==> config.mk <==
export PLATFORM = sky130hd
export DESIGN_NAME = mem_req_arbiter
export DESIGN_NICKNAME = d
export VERILOG_FILES = /design/src/rtl/mem_req_arbiter_pkg.sv /design/src/rtl/mem_req_arbiter_tag_fifo.sv /design/src/rtl/mem_req_arbiter.sv
export SDC_FILE = /design/constraint.sdc
export NUM_CORES = 1
export LEC_CHECK = 0
export CAP_MARGIN = 0
export CORE_AREA = 4 4 119 121
export DETAILED_ROUTE_END_ITERATION = 8
export DIE_AREA = 0 0 123 125
export PLACE_DENSITY_LB_ADDON = 0.08
export REMOVE_ABC_BUFFERS = 1
export SETUP_SLACK_MARGIN = 0.02
export SLEW_MARGIN = 20
export SYNTH_ARGS = -nofsm -noshare
export SYNTH_HDL_FRONTEND = slang
export SYNTH_SLANG_ARGS = --single-unit
==> constraint.sdc <==
create_clock -name clk -period 2.7 [get_ports clk]
set_clock_uncertainty 0.05 [all_clocks]
set_input_delay 0.405 -clock clk [delete_from_list [all_inputs] [get_ports clk]]
set_output_delay 0.405 -clock clk [all_outputs]
set_load 0.05 [all_outputs]
==> src/rtl/mem_req_arbiter_pkg.sv <==
// Shared header: grant FSM encoding and sram-like transfer size encodings.
package mem_req_arbiter_pkg;

  typedef enum logic [1:0] {
    ST_IDLE      = 2'd0,
    ST_HOLD_INST = 2'd1,
    ST_HOLD_DATA = 2'd2
  } grant_state_t;

  typedef enum logic [1:0] {
    SIZE_BYTE = 2'd0,
    SIZE_HALF = 2'd1,
    SIZE_WORD = 2'd2
  } sram_size_t;

  localparam logic TAG_INST = 1'b0;
  localparam logic TAG_DATA = 1'b1;

endpackage

==> src/rtl/mem_req_arbiter_tag_fifo.sv <==
// Source-tag FIFO: remembers which side issued each accepted request so that
// in-order responses can be routed back.
module tag_fifo #(
  parameter int unsigned DEPTH = 4,
  parameter int unsigned WIDTH = 1
) (
  input  logic             clk,
  input  logic             resetn,
  input  logic             i_push,
  input  logic [WIDTH-1:0] i_din,
  input  logic             i_pop,
  output logic [WIDTH-1:0] o_dout,
  output logic             o_full,
  output logic             o_empty
);

  localparam int unsigned PW = (DEPTH > 1) ? $clog2(DEPTH) : 1;
  localparam int unsigned CW = $clog2(DEPTH) + 1;

  logic [WIDTH-1:0] r_mem [DEPTH];
  logic [PW-1:0]    r_wptr;
  logic [PW-1:0]    r_rptr;
  logic [CW-1:0]    r_count;
  logic             w_push_ok;
  logic             w_pop_ok;

  assign o_full    = (r_count == CW'(DEPTH));
  assign o_empty   = (r_count == '0);
  assign o_dout    = r_mem[r_rptr];
  assign w_push_ok = i_push & ~o_full;
  assign w_pop_ok  = i_pop & ~o_empty;

  // DEPTH is a power of two, so pointers wrap by natural overflow.
  always_ff @(posedge clk or negedge resetn) begin
    if (!resetn) begin
      r_wptr  <= '0;
      r_rptr  <= '0;
      r_count <= '0;
      for (int unsigned i = 0; i < DEPTH; i++) begin
        r_mem[i] <= '0;
      end
    end else begin
      if (w_push_ok) begin
        r_mem[r_wptr] <= i_din;
        r_wptr        <= r_wptr + PW'(1);
      end
      if (w_pop_ok) begin
        r_rptr <= r_rptr + PW'(1);
      end
      case ({w_push_ok, w_pop_ok})
        2'b10:   r_count <= r_count + CW'(1);
        2'b01:   r_count <= r_count - CW'(1);
        default: r_count <= r_count;
      endcase
    end
  end

endmodule

==> src/rtl/mem_req_arbiter.sv <==
// Two-master (inst/data) to one-slave sram-like arbiter with fixed data
// priority, grant holding across stalls and in-order response routing.
module mem_req_arbiter
  import mem_req_arbiter_pkg::*;
#(
  parameter int unsigned OUTSTANDING = 4
) (
  input  logic        clk,
  input  logic        resetn,

  input  logic        inst_req,
  input  logic        inst_wr,
  input  logic [1:0]  inst_size,
  input  logic [31:0] inst_addr,
  input  logic [31:0] inst_wdata,
  output logic        inst_addr_ok,
  output logic        inst_data_ok,
  output logic [31:0] inst_rdata,

  input  logic        data_req,
  input  logic        data_wr,
  input  logic [1:0]  data_size,
  input  logic [31:0] data_addr,
  input  logic [31:0] data_wdata,
  output logic        data_addr_ok,
  output logic        data_data_ok,
  output logic [31:0] data_rdata,

  output logic        mem_req,
  output logic        mem_wr,
  output logic [1:0]  mem_size,
  output logic [31:0] mem_addr,
  output logic [31:0] mem_wdata,
  input  logic        mem_addr_ok,
  input  logic        mem_data_ok,
  input  logic [31:0] mem_rdata
);

  grant_state_t r_state;
  logic         w_sel_data;
  logic         w_sel_req;
  logic         w_hs;
  logic         w_pop;
  logic         w_head_tag;
  logic         w_fifo_full;
  logic         w_fifo_empty;

  always_comb begin
    w_sel_data = 1'b0;
    case (r_state)
      ST_IDLE:      w_sel_data = data_req;
      ST_HOLD_DATA: w_sel_data = 1'b1;
      ST_HOLD_INST: w_sel_data = 1'b0;
      default:      w_sel_data = 1'b0;
    endcase
  end

  always_comb begin
    w_sel_req = inst_req;
    mem_wr    = inst_wr;
    mem_size  = inst_size;
    mem_addr  = inst_addr;
    mem_wdata = inst_wdata;
    if (w_sel_data) begin
      w_sel_req = data_req;
      mem_wr    = data_wr;
      mem_size  = data_size;
      mem_addr  = data_addr;
      mem_wdata = data_wdata;
    end
  end

  // A full tag FIFO blocks issue even when a pop frees a slot this cycle.
  assign mem_req      = w_sel_req & ~w_fifo_full;
  assign w_hs         = mem_req & mem_addr_ok;
  assign inst_addr_ok = w_hs & ~w_sel_data;
  assign data_addr_ok = w_hs & w_sel_data;

  assign w_pop        = mem_data_ok & ~w_fifo_empty;
  assign inst_data_ok = w_pop & (w_head_tag == TAG_INST);
  assign data_data_ok = w_pop & (w_head_tag == TAG_DATA);
  assign inst_rdata   = mem_rdata;
  assign data_rdata   = mem_rdata;

  always_ff @(posedge clk or negedge resetn) begin
    if (!resetn) begin
      r_state <= ST_IDLE;
    end else begin
      case (r_state)
        ST_IDLE: begin
          if (mem_req && !mem_addr_ok) begin
            r_state <= w_sel_data ? ST_HOLD_DATA : ST_HOLD_INST;
          end
        end
        ST_HOLD_INST: begin
          if (w_hs || !inst_req) r_state <= ST_IDLE;
        end
        ST_HOLD_DATA: begin
          if (w_hs || !data_req) r_state <= ST_IDLE;
        end
        default: r_state <= ST_IDLE;
      endcase
    end
  end

  tag_fifo #(
    .DEPTH (OUTSTANDING),
    .WIDTH (1)
  ) u_tag_fifo (
    .clk     (clk),
    .resetn  (resetn),
    .i_push  (w_hs),
    .i_din   (w_sel_data),
    .i_pop   (mem_data_ok),
    .o_dout  (w_head_tag),
    .o_full  (w_fifo_full),
    .o_empty (w_fifo_empty)
  );

endmodule

==> flow_metrics.tcl <==
set metrics [dict create \
    num_rows 42 \
    initial_utilization 0.156 \
    p_sw_w 0.00196 \
    synthTopCellsByArea "nand2_1 37%, buf_4 24%, dfrtp_1 16%, ha_1 3.1%, buf_2 1.7%" \
    cp_max_fo 15 \
    syn_to_final_growth_pct 129 \
    synth_top_cell_area_share 0.373 \
    maxSlewViolCount 0 \
    vdd_drop_max_mv 0.554 \
    yosys_warnings 0 \
    cp-end-kind "primary output" \
    die_area_sq_um 15400 \
    num_io_pins 308 \
    final_layout_size_suffix_gt1_frac 0.188 \
    path_class "in -> out" \
    antenna_found_initial 1 \
    switching_share 0.496 \
    setup_viol 0 \
    crit_arrival_ns 2.02 \
    netlist_instances 348 \
    clk_pin_slew_ns 0.05 \
    required_ns 2.25 \
    avgSynthCellArea_sq_um 5.87 \
    fill_cells 1346 \
    power.share.clock 0.071 \
    regArea_sq_um 325 \
    die_w_microns 123 \
    wl_met1_mm 5.31 \
    fin_tns_setup_ns 0 \
    grt_util_all_layers 0.159 \
    synth-seq-area-share 0.159 \
    grt_pass1_vias 2590 \
    drt_iter0_drc 104 \
    power_leakage_nw 2.22 \
    relSlewSlack 0.554 \
    yosys.cell_count.top_type "nand2_1" \
    vias 2630 \
    htreeDepth 1 \
    finalCriticalPeriod_ns 2.48 \
    nets 668 \
    clock_latency_ns 0.24 \
    p_per_area_nw_per_um2 845 \
    gr-total-overflow 0 \
    final_util 0.357 \
    cts_tree "yes" \
    postCtsHoldBufs 0 \
    dp_hpwl_mm 11.3 \
    internal_power_w 0.00199 \
    multi_input_area_sq_um 1150 \
    ys_seq_elements 13 \
    ys_types 31 \
    route.met3.wl_mm 2.20 \
    p_total_w 0.00395 \
    core-area_sq_um 13100 \
    async_flop_share 1.00 \
    numCtsBuffers 3 \
    seq_power_share 0.094 \
    fmax_ghz 0.404 \
    final_antenna_net_count 0 \
    combPwrFrac 0.835 \
    synth_commonest_cells "203 x nand2_1, 64 x buf_4, 13 x dfrtp_1" \
    cts_max_path_buffers 2 \
    critPathLaunchType "input port" \
    cap_violations 0 \
    hold_viol 0 \
    drc 0 \
    gp_congestion 0.742 \
    n_antenna_cell 0 \
    synth_edf_count 0 \
    vias_per_cell 3.95 \
    syn-cell-area_sq_um 2040 \
    status "completed" \
    routedWlPerCell_microns 20.1 \
    grt_pass1_wl_mm 18.2 \
    hold_class "reg -> reg" \
    rsz0062_at_grt "no" \
    worst_pin_slew_ns 0.666 \
    post-route-period-util 0.917 \
    port_buffers 211 \
    finalWirelength_mm 13.4 \
    cts_root_buf "clkbuf_16" \
    firstDrtPassIters 4 \
    routed-wl-met2_mm 5.82 \
    synth_ff_type "dfrtp_1" \
    highest_layer "met5" \
    die_y_microns 125 \
    synth_area_leader_cell "nand2_1" \
    grt_max_degree 49 \
    cts.sinks 13 \
]
[path summary, 6_finish.rpt]
kind	from	endpoint	slack (ns)	cells after the start
hold reg to reg	u_tag_fifo.r_rptr[1]	u_tag_fifo.r_rptr[1]	0.43	1
max in group asynchronous	resetn	u_tag_fifo.r_mem[0]	1.65	1
setup / recovery	data_req	mem_wdata[5]	0.22	7
min in group asynchronous	resetn	r_state[1]	0.53	1
hold / removal	u_tag_fifo.r_rptr[1]	u_tag_fifo.r_rptr[1]	0.43	1
setup reg to reg	u_tag_fifo.r_count[0]	u_tag_fifo.r_count[2]	0.49	10
[stage by stage]
stage               hold WS [ns]  setup slack (ns)  cells  instance area [sq um]
detailed placement         0.429             0.106    661                   4590
global placement           0.427             0.146    661                   4590
CTS                        0.435             0.101    665                   4670
global route               0.459            0.0452    665                   4680
finish                     0.432             0.224    665                   4680
floorplan                 0.0594             -1.18    268                   1490
[flip-flops by register name (all words and copies together) (netlist names)]
name	cells
u_tag_fifo.r_rptr	2
u_tag_fifo.r_mem	4
r_state	2
u_tag_fifo.r_count	3
u_tag_fifo.r_wptr	2
[metal layers]
| layer | vias up | global-route usage |
|---|---|---|
| met2 | 176 | 0.246 |
| li1 | 1278 | - |
| met1 | 1168 | 0.194 |
| met4 | 2 | 0.0117 |
| met3 | 6 | 0.102 |
| met5 | - | 0.00329 |
[cell type report]
class | count | area share
flip-flops and latches | 13 | 0.0696
multi-input cells | 248 | 0.245
clock buffers | 3 | 0.0161
inverters | 7 | 0.00562
well taps | 176 | 0.0471
repair buffers | 217 | 0.615
clock inverters | 1 | 0.00107
[cell usage in the layout (no fill, tap or decap), types with 2 or more instances in the layout]
master,instances
nand3_1,4
nor2_1,7
inv_1,7
o21ai_0,2
nand2_1,203
a32o_1,3
dfrtp_1,13
buf_4,6
xnor2_1,4
ha_1,5
buf_12,72
clkdlybuf4s50_1,139
xor2_1,2
clkbuf_16,3
[cell families after synthesis]
kind of cell	Yosys count	synth area share
buffers and inverters	87	0.285
xor gates and xnor gates	6	0.0257
AOI/OAI and AO/OA	10	0.0398
DFF	13	0.159
adders and majority gates	6	0.0404
and+or+nand+nor	223	0.428
muxes	3	0.0214
[power by group through the flow]
stage	logic (W)	clock network (W)	registers (W)
floorplan	0.00165	0	0.000351
finish	0.00330	0.000279	0.000372
global route	0.00346	0.000297	0.000384
global placement	0.00332	0	0.000372
detailed placement	0.00333	0	0.000373
CTS	0.00334	0.000285	0.000371
[worst max-delay path, cell delays in order]
cell and delay [ns]:
clkdlybuf4s50_1 0.48, nor2_1 0.25, or2_4 0.29, buf_4 0.25, nand2_1 0.08, nand2_1 0.11, buf_12 0.15
[timing repair]
item | CTS | global route
resized for setup | 0 | 1
endpoints found under the setup margin | 0 | 35
buffers inserted | 0 | 0
Power figures use the tool's default switching activity.
